`config.mk`:
```
export PLATFORM = sky130hd
export DESIGN_NAME = multicycle_control
export DESIGN_NICKNAME = d
export VERILOG_FILES = /design/src/rtl/multicycle_control.sv
export SDC_FILE = /design/constraint.sdc
export NUM_CORES = 1
export LEC_CHECK = 0
export ABC_AREA = 1
export CELL_PAD_IN_SITES_DETAIL_PLACEMENT = 1
export CELL_PAD_IN_SITES_GLOBAL_PLACEMENT = 2
export CORE_MARGIN = 8
export CORE_UTILIZATION = 25
export CTS_CLUSTER_DIAMETER = 120
export DETAILED_ROUTE_END_ITERATION = 12
export GPL_TIMING_DRIVEN = 1
export PLACE_DENSITY = 0.85
export SYNTH_ARGS = -nofsm -noshare
export SYNTH_HDL_FRONTEND = slang
export SYNTH_SLANG_ARGS = --single-unit
```
`constraint.sdc`:
```
create_clock -name clk -period 2.75 [get_ports clk]
set_input_delay 0.55 -clock clk [delete_from_list [all_inputs] [get_ports clk]]
set_output_delay 0.55 -clock clk [all_outputs]
set_load 0.05 [all_outputs]
```
`src/rtl/multicycle_control.sv`:
```
// multicycle_control: main FSM sequencing fetch/decode/execute/memory/writeback with memory timeout fault
module multicycle_control #(
  parameter int MEM_TIMEOUT = 16,
  parameter int CNT_W = 16
) (
  input  logic             clk,
  input  logic             rstn,
  input  logic             start,
  input  logic             halt,
  input  logic [31:0]      instr,
  input  logic             memReady,
  input  logic             updatePC,
  output logic             memReq,
  output logic             memWrite,
  output logic             memAddrSel,
  output logic             irWrite,
  output logic [2:0]       aluOpcode,
  output logic             aluSrcB,
  output logic             pcWrite,
  output logic             pcSrc,
  output logic             regWrite,
  output logic             wbSel,
  output logic             busy,
  output logic             fault,
  output logic [CNT_W-1:0] instrCount
);
  typedef enum logic [2:0] {IDLE, FETCH, DECODE, EXECUTE, MEMORY, WRITEBACK} state_t;
  localparam logic [2:0] OP_LOAD = 3'd0, OP_STORE = 3'd1, OP_ADD = 3'd4;
  localparam int TW = $clog2(MEM_TIMEOUT);
  state_t r_state, w_next;
  logic [2:0] r_op, r_alu_op;
  logic [TW-1:0] r_to;
  logic [CNT_W-1:0] r_cnt;
  logic r_fault, w_retire, w_timeout, w_enter, w_unused;
  assign w_unused = ^instr[28:0];
  assign busy = r_state != IDLE;
  assign fault = r_fault;
  assign instrCount = r_cnt;
  assign w_enter = (w_next == FETCH || w_next == MEMORY) && w_next != r_state;
  always_ff @(posedge clk or negedge rstn)
    if (!rstn) begin
      r_state  <= IDLE;
      r_op     <= '0;
      r_alu_op <= '0;
      r_to     <= '0;
      r_cnt    <= '0;
      r_fault  <= 1'b0;
    end else begin
      r_state <= w_next;
      if (r_state == DECODE) r_op <= instr[31:29];
      if (r_state == EXECUTE) r_alu_op <= aluOpcode;
      r_to <= w_enter ? '0 : (memReq && !memReady) ? r_to + 1'b1 : r_to;
      if (w_timeout) r_fault <= 1'b1;
      else if (r_state == IDLE && start) r_fault <= 1'b0;
      if (w_retire) r_cnt <= r_cnt + 1'b1;
    end
  always_comb begin
    w_next     = r_state;
    memReq     = 1'b0;
    memWrite   = 1'b0;
    memAddrSel = 1'b0;
    irWrite    = 1'b0;
    aluOpcode  = r_alu_op;
    aluSrcB    = 1'b0;
    pcWrite    = 1'b0;
    pcSrc      = 1'b0;
    regWrite   = 1'b0;
    wbSel      = 1'b0;
    w_retire   = 1'b0;
    w_timeout  = 1'b0;
    case (r_state)
      IDLE: w_next = (start && !halt) ? FETCH : IDLE;
      FETCH: begin
        memReq    = 1'b1;
        irWrite   = memReady;
        pcWrite   = memReady;
        w_timeout = !memReady && r_to == TW'(MEM_TIMEOUT - 1);
        w_next    = memReady ? DECODE : w_timeout ? IDLE : FETCH;
      end
      DECODE: w_next = EXECUTE;
      EXECUTE: begin
        aluOpcode = r_op[2:1] == 2'b00 ? OP_ADD : r_op;
        aluSrcB   = r_op[2:1] == 2'b00;
        if (r_op[2:1] == 2'b01) begin
          pcWrite  = updatePC;
          pcSrc    = 1'b1;
          w_retire = 1'b1;
          w_next   = halt ? IDLE : FETCH;
        end else
          w_next = r_op[2] ? WRITEBACK : MEMORY;
      end
      MEMORY: begin
        memReq     = 1'b1;
        memAddrSel = 1'b1;
        memWrite   = r_op == OP_STORE;
        w_timeout  = !memReady && r_to == TW'(MEM_TIMEOUT - 1);
        w_retire   = memReady && r_op == OP_STORE;
        w_next     = !memReady ? (w_timeout ? IDLE : MEMORY) :
                     r_op == OP_STORE ? (halt ? IDLE : FETCH) : WRITEBACK;
      end
      WRITEBACK: begin
        regWrite = 1'b1;
        wbSel    = r_op == OP_LOAD;
        w_retire = 1'b1;
        w_next   = halt ? IDLE : FETCH;
      end
      default: w_next = IDLE;
    endcase
  end
endmodule

```
==> results.cfg, run 1 <==
[finish]
n_antenna_cell = 0
postLayoutCellArea_um2 = 2310
mostFrequentLayoutCell = nand2_1
nets = 303
layoutNonFillerInstCount = 344
mostFrequentLayoutCells = nand2_1, inv_1, clkdlybuf4s50_1, dfrtp_1, nor2_1
fin_util = 0.345
syn_to_final_growth_pct = 35.7
drive_gt1_frac = 0.0947

[placement]
routabilityCongestion = 0.753
dpl_cell_area_um2 = 2210
dp_hpwl_um = 3690
io_buffers = 38
dp_cells = 336

[global_route]
grt_max_degree = 31
grt_pass1_wl_um = 7890
grtUsageTotal = 0.101
antenna_found_initial = 0
grt_pass1_vias = 1643
grt.overflow.total = 0

[synth]
ys_seq_elements = 30
synth_area_um2 = 1700
ys_types = 25
yosysWarnings = 0
synth_largest_area_cell = dfrtp_1
syn_nets = 257
synth_edf_count = 0
ys_seq_area_frac = 0.442
synthTopCellsByArea = dfrtp_1, nand2_1, inv_1
synth_top_area_share = 0.442
syn_avg_cell_area_um2 = 7.83
syn_inst = 217
ys.flop_type = dfrtp_1
async_reset_ff_frac = 1.00

[setup_path]
crit_path_end_kind = output port
cp_slowest_cell = clkdlybuf4s50_1
reg2reg_to = instrCount[6]$_DFFE_PN0P_
crit_chain = inv_2, nand3_4, o21ai_0, clkdlybuf4s50_1
path_max_fanout = 10
crit_path_start_kind = flop
critical_path_class = flop to output port
r2r_start = r_op[1]$_DFFE_PN0P_
slowest_delay_ps = 830
cp_data_required_time_ps = 2200
cp-startpoint = r_state[2]$_DFF_PN0_
cp.arrival_ps = 2040
r2r_cells = 8
ff2ff_setup_slack_ps = 920

[timing]
slew_viol_final = 0
worst-slew-pin-transition_ps = 515
grt_setup_unrepaired = no
relSlewSlack = 0.655
finalHoldViolations = 0
layout_min_cycle_time_ps = 2590
tns_ps = 0
fmax_ghz = 0.387
setup_viol = 0
skew_ps = 7.80
finalCritPeriodShare = 0.940

[detailed_routing]
via_per_inst = 4.42
drtIter0Drc = 28
postRouteAntennaNets = 0
drc = 0
wl_per_cell_um = 13.5
wl_um = 4630
drt_pass1_iterations = 4
vias = 1519

[cts]
cts_buffer_depth = 2
cts.sinks = 30
cts_setup_buffers = 0
clock-root-buffer = clkbuf_8
cts_made_buffers = 5
cts_max_level = 2
cts_tree = done
clk_pin_slew_worst_paths_ps = 70
clk_latency_ps = 280

[floorplan]
fp.dieH_um = 98.4
dieArea_um2 = 9690
die_width_um = 98.4
core_area_um2 = 6680
start_util = 0.254
ios = 68
row_count = 30

[pwr]
finalPower_mw = 2.41
p_per_area_nw_per_um2 = 1040
p_leak_nw = 1.15
irDropWorstVdd_uv = 445

[job]
maxCapViolCount = 0

[hold_path]
hold_path_depth = 2
min_from = r_alu_op[2]$_DFFE_PN0P_
min_delay_worst_endpoint = r_alu_op[2]$_DFFE_PN0P_
holdCritPathClass = flop to flop

[run_status]
status = completed
## synth_stat cells, types with 3 or more instances
cell	n
o21ai_0	13
xnor2_1	3
nand2_1	55
nor3_1	4
xor2_1	13
nand4_1	6
nor2_2	3
nand3_1	12
nor2_1	21
a21oi_1	4
dfrtp_1	30
inv_1	33
nand2_2	3
## flip-flops by register name (all words and copies together), names as in the netlist
register and flops:
fault 1, instrCount 16, r_alu_op 3, r_op 3
r_state 3, r_to 4
## metrics by stage
stage | setup slack (ps) | hold WS (ps)
final | 164 | 482
after global routing | 5.09 | 504
after CTS | 61.5 | 489
after detailed placement | 378 | 470
after global placement | 367 | 458
after floorplan | 288 | 254
## metal layers
metal | track usage | share of wire | vias up
met5 | 0 | 0 | -
met4 | 0.0354 | 0.011 | 0
met3 | 0.0247 | 0.037 | 4
met2 | 0.174 | 0.50 | 23
met1 | 0.119 | 0.45 | 716
li1 | - | - | 776
## critical path, delay by kind of cell (launching register included)
kind                   cells  cell delay, ps
AOI/OAI and AO/OA          1             200
buffers and inverters      2             960
and+or+nand+nor            1             140
DFF                        1             450
## what timing repair did
action | CTS | global route
endpoints found under the setup margin | 0 | 3
gates resized for setup | 0 | 3
hold endpoints to repair | 0 | 0
hold buffers | 0 | 0
## how the worst max path moves through the flow
stage	endpoint	cells past startpoint
after global placement	pcWrite	6
after CTS	wbSel	4
after detailed placement	wbSel	4
final	aluOpcode[1]	4
after floorplan	pcWrite	5
after global routing	aluSrcB	4
## cells by family after synthesis
kind of cell             share of synthesized area
adder cells (fa/ha/maj)                     0.0147
buffers and inverters                       0.0781
AND/OR/NAND/NOR                              0.315
AO/OA/AOI/OAI                               0.0677
XOR/XNOR                                    0.0825
flip-flops                                   0.442
## power breakdown
part           switching [mW]  leakage, nW  total (mW)  internal, mW
registers               0.132        0.376       0.696         0.563
logic                   0.920        0.726        1.34         0.421
clock network           0.168       0.0482       0.370         0.202
## area by class of cell
type / instances / area, µm²
well taps: 80 / 100
inverters: 34 / 128
repair buffers: 40 / 420
clock inverters: 1 / 5.00
fillers: 826 / 4380
multi-input cells: 152 / 816
flip-flops and latches: 30 / 751
clock buffers: 7 / 86.3
(Power assumes the default switching activity.)
==> inputs of run 2 (changes only) <==
--- a/config.mk
+++ b/config.mk
@@ -9,11 +9,12 @@
 export CELL_PAD_IN_SITES_DETAIL_PLACEMENT = 1
 export CELL_PAD_IN_SITES_GLOBAL_PLACEMENT = 2
 export CORE_MARGIN = 8
-export CORE_UTILIZATION = 25
+export CORE_UTILIZATION = 26
+export CTS_BUF_LIST = sky130_fd_sc_hd__clkbuf_8
 export CTS_CLUSTER_DIAMETER = 120
 export DETAILED_ROUTE_END_ITERATION = 12
 export GPL_TIMING_DRIVEN = 1
-export PLACE_DENSITY = 0.85
+export PLACE_DENSITY = 0.88
 export SYNTH_ARGS = -nofsm -noshare
 export SYNTH_HDL_FRONTEND = slang
 export SYNTH_SLANG_ARGS = --single-unit
==> run 2 against run 1 <==
Sequential power is essentially flat. Register-to-register slack better by 60 ps. Non-clock buffer count increased by 1. Critical endpoint is now aluOpcode[2]. Largest cell class unchanged.
==> results.cfg, run 2 (same netlist as run 1, synthesis figures left out) <==
[run_status]
status = completed

[global_route]
grt.overflow.total = 0
grt_pass1_wl_um = 8240
grt_pass1_vias = 1713
antenna_found_initial = 0
grtUsageTotal = 0.105
grt_max_degree = 31

[setup_path]
crit_path_start_kind = flop
crit_path_end_kind = output port
ff2ff_setup_slack_ps = 980
cp_data_required_time_ps = 2200
path_max_fanout = 6
cp.arrival_ps = 2050
critical_path_class = flop to output port

[cts]
cts_tree = done
clk_latency_ps = 270
clk_pin_slew_worst_paths_ps = 70
clock-root-buffer = clkbuf_8
cts_setup_buffers = 0
cts_max_level = 2
cts_made_buffers = 5
cts.sinks = 30
cts_buffer_depth = 2

[finish]
drive_gt1_frac = 0.0981
mostFrequentLayoutCells = nand2_1, inv_1, clkdlybuf4s50_1, dfrtp_1, nor2_1
nets = 304
syn_to_final_growth_pct = 35.6
n_antenna_cell = 0
layoutNonFillerInstCount = 342
largest_register_ffs = 16
mostFrequentLayoutCell = nand2_1

[detailed_routing]
drtIter0Drc = 41
drt_pass1_iterations = 4
wl_per_cell_um = 13.6
vias = 1536
postRouteAntennaNets = 0
drc = 0
via_per_inst = 4.49
wl_um = 4650

[timing]
fmax_ghz = 0.385
layout_min_cycle_time_ps = 2600
grt_setup_unrepaired = no
slew_viol_final = 0
finalHoldViolations = 0
setup_viol = 0
relSlewSlack = 0.655
worst-slew-pin-transition_ps = 516
skew_ps = 2.88
tns_ps = 0
hold_ws_ps = 473
finalCritPeriodShare = 0.944

[placement]
dp_cells = 334
io_buffers = 38
routabilityCongestion = 0.771
dp_hpwl_um = 3710

[floorplan]
dieArea_um2 = 9380
start_util = 0.268
core_area_um2 = 6350
die_width_um = 96.8
fp.dieH_um = 96.8
row_count = 29
ios = 68

[hold_path]
holdCritPathClass = flop to flop

[pwr]
p_leak_nw = 1.13
p_per_area_nw_per_um2 = 1050
irDropWorstVdd_uv = 628

[job]
maxCapViolCount = 0
run 2: layout make-up:
class                           count  area [µm²]
Clock buffer                        6        82.6
Clock inverter                      2        8.76
Fill cell                         783        4050
Inverter                           34         128
Multi-Input combinational cell    152         816
Sequential cell                    30         751
Tap cell                           77        96.3
Timing Repair Buffer               41         423
run 2: report_power, final:
part / internal [mW] / switching, mW / leakage [nW]
combinational: 0.432 / 0.924 / 0.701
sequential: 0.563 / 0.129 / 0.376
clock: 0.198 / 0.164 / 0.0524
run 2: worst max-delay path, stage by stage, from the launching register on:
cell and delay, ps:
dfrtp_1 490, nand2_1 80, nor2_1 130, nand2_1 160, nand2_1 110, clkdlybuf4s50_1 800
run 2: what timing repair did:
item                       CTS  global route
resized for setup            0             1
setup endpoints to repair    0             1
hold buffers                 0             0
run 2: worst paths after layout:
| kind | start | to | cells past startpoint |
|---|---|---|---|
| setup / recovery | r_state[0]$_DFF_PN0_ | aluOpcode[2] | 5 |
| hold / removal | fault$_DFFE_PN0P_ | fault$_DFFE_PN0P_ | 1 |
| setup reg to reg | r_state[2]$_DFF_PN0_ | instrCount[13]$_DFFE_PN0P_ | 10 |
| hold reg to reg | fault$_DFFE_PN0P_ | fault$_DFFE_PN0P_ | 1 |
| max in group asynchronous | rstn | instrCount[7]$_DFFE_PN0P_ | 2 |
| min in group asynchronous | rstn | instrCount[5]$_DFFE_PN0P_ | 2 |
run 2: metal layers:
metal | wire length (µm) | share of wire | vias to the layer above | GRT usage
met4 | 39 | 0.0084 | 0 | 0.0320
met1 | 2090 | 0.45 | 738 | 0.123
met2 | 2360 | 0.51 | 23 | 0.182
li1 | - | - | 773 | -
met3 | 162 | 0.035 | 2 | 0.0249
met5 | 0 | 0 | - | 0
run 2: metrics by stage:
| stage | utilization | power [mW] | setup WS, ps | area [µm²] |
|---|---|---|---|---|
| 6_report | 0.363 | 2.41 | 154 | 2300 |
| 5_1_grt | 0.363 | 2.60 | 23.2 | 2300 |
| 4_1_cts | 0.363 | 2.45 | 65.0 | 2300 |
| 3_5_place_dp | 0.348 | 2.08 | 367 | 2210 |
| 3_3_place_gp | 0.348 | 2.05 | 384 | 2210 |
| 2_1_floorplan | - | 1.60 | 288 | 1700 |
==> inputs of run 3 (changes only) <==
--- a/config.mk
+++ b/config.mk
@@ -14,7 +14,7 @@
 export CTS_CLUSTER_DIAMETER = 120
 export DETAILED_ROUTE_END_ITERATION = 12
 export GPL_TIMING_DRIVEN = 1
-export PLACE_DENSITY = 0.88
+export PLACE_DENSITY = 0.95
 export SYNTH_ARGS = -nofsm -noshare
 export SYNTH_HDL_FRONTEND = slang
 export SYNTH_SLANG_ARGS = --single-unit
==> run 3 against run 2 <==
Wire length is 1.0% lower. Critical path depth decreased by 1. Combinational power is essentially flat. Clock skew decreased by 0.51 ps. Worst hold slack better by 8.7 ps. Register-to-register slack worse by 110 ps. Sequential power hardly changed. Global-route usage shrank 0.34 points. Sequential share of layout area grew 0.12 points. Core utilization decreased by 0.14 points.
==> results.cfg, run 3 (same netlist as run 1, synthesis figures left out) <==
[setup_path]
path_max_fanout = 6
critical-path-top-delay-family = buffers and inverters
critical_path_class = flop to output port
cp_slowest_cell = clkdlybuf4s50_1
critPathCapture = aluSrcB
crit_path_end_kind = output port
r2r_start = r_op[1]$_DFFE_PN0P_
cp_data_required_time_ps = 2200
critical_path_buf_inv_count = 2
crit_path_start_kind = flop
ff2ff_setup_slack_ps = 870
slowest_delay_ps = 810
cp-startpoint = r_op[1]$_DFFE_PN0P_
cp.depth = 4
cpMostUsedCell = nor2_1
reg2reg_to = instrCount[6]$_DFFE_PN0P_
r2r_cells = 8
crit_chain = nor2_1, inv_1, nor2_1, clkdlybuf4s50_1
cp.arrival_ps = 2070

[timing]
tns_ps = 0
finalHoldViolations = 0
skew_ps = 2.38
hold_ws_ps = 482
slew_viol_final = 0
worst-slew-pin-transition_ps = 524
grt_setup_unrepaired = no
finalCritPeriodShare = 0.952
layout_min_cycle_time_ps = 2620
setup_viol = 0
relSlewSlack = 0.649
fmax_ghz = 0.382

[finish]
nets = 303
n_antenna_cell = 0
layoutNonFillerInstCount = 339
drive_gt1_frac = 0.0878
mostFrequentLayoutCell = nand2_1
syn_to_final_growth_pct = 35.1
mostFrequentLayoutCells = nand2_1, inv_1, clkdlybuf4s50_1, dfrtp_1, nor2_1
fin_util = 0.362
largest_register_ffs = 16

[floorplan]
fp.dieH_um = 96.8
ios = 68
row_count = 29
die_width_um = 96.8
dieArea_um2 = 9380
core_area_um2 = 6350
start_util = 0.268

[placement]
routabilityCongestion = 0.782
dp_hpwl_um = 3660
io_buffers = 38
dp_cells = 333

[hold_path]
holdCritPathClass = flop to flop
min_from = r_alu_op[1]$_DFFE_PN0P_

[global_route]
grt_pass1_vias = 1635
antenna_found_initial = 0
grt.overflow.total = 0
grt_pass1_wl_um = 7870
grt_max_degree = 31
grtUsageTotal = 0.101

[detailed_routing]
vias = 1540
drc = 0
postRouteAntennaNets = 0
drt_pass1_iterations = 4
drtIter0Drc = 23
via_per_inst = 4.54
wl_per_cell_um = 13.6
wl_um = 4600

[cts]
cts_repair_resize_count = 0
cts.sinks = 30
clk_latency_ps = 280
cts_max_level = 2
cts_hold_buf = 0
clock-root-buffer = clkbuf_8
cts_made_buffers = 5
cts_tree = done
cts_buffer_depth = 2
clk_pin_slew_worst_paths_ps = 60
cts_setup_buffers = 0

[pwr]
p_leak_nw = 1.15
p_per_area_nw_per_um2 = 1040
irDropWorstVdd_uv = 424
finalPower_mw = 2.38

[job]
maxCapViolCount = 0

[run_status]
status = completed
[run 3: final cells by class]
class	instances	area, µm²
clock buffer	6	82.6
fill	758	4050
inverter	34	128
multi-input combinational	152	816
sequential	30	751
tap	77	96.3
timing repair buffer	40	423
[run 3: worst register-to-register path, delay by kind of cell, from the launching register on]
kind,cells,cell delay [ps]
AND/OR/NAND/NOR,7,1150
flip-flops,1,400
AO/OA/AOI/OAI,1,210
[run 3: through the flow]
step	setup slack (ps)	instance area, µm²
after floorplan	288	1700
after global placement	365	2210
after detailed placement	322	2210
after CTS	7.99	2290
after global routing	11.8	2300
final	133	2300
[run 3: how the worst min path moves through the flow]
stage / endpoint / slack (ps) / depth (start not counted)
3_5_place_dp: r_alu_op[1]$_DFFE_PN0P_ / 470 / 2
4_1_cts: r_alu_op[1]$_DFFE_PN0P_ / 490 / 2
5_1_grt: fault$_DFFE_PN0P_ / 510 / 1
2_1_floorplan: fault$_DFFE_PN0P_ / 250 / 0
3_3_place_gp: r_alu_op[1]$_DFFE_PN0P_ / 460 / 2
6_report: r_alu_op[1]$_DFFE_PN0P_ / 480 / 2
[run 3: per-layer routing]
layer	track usage	up-vias	routed length, µm
met5	0	-	0
met4	0.0462	0	86
met3	0.0242	8	169
met2	0.177	24	2310
met1	0.113	732	2030
li1	-	776	-
[run 3: power by group]
part / switching (mW) / total (mW) / leakage [nW] / internal [mW]
logic: 0.921 / 1.34 / 0.728 / 0.424
clock network: 0.151 / 0.343 / 0.0431 / 0.192
registers: 0.131 / 0.694 / 0.376 / 0.564
total: 1.20 / 2.38 / 1.15 / 1.18
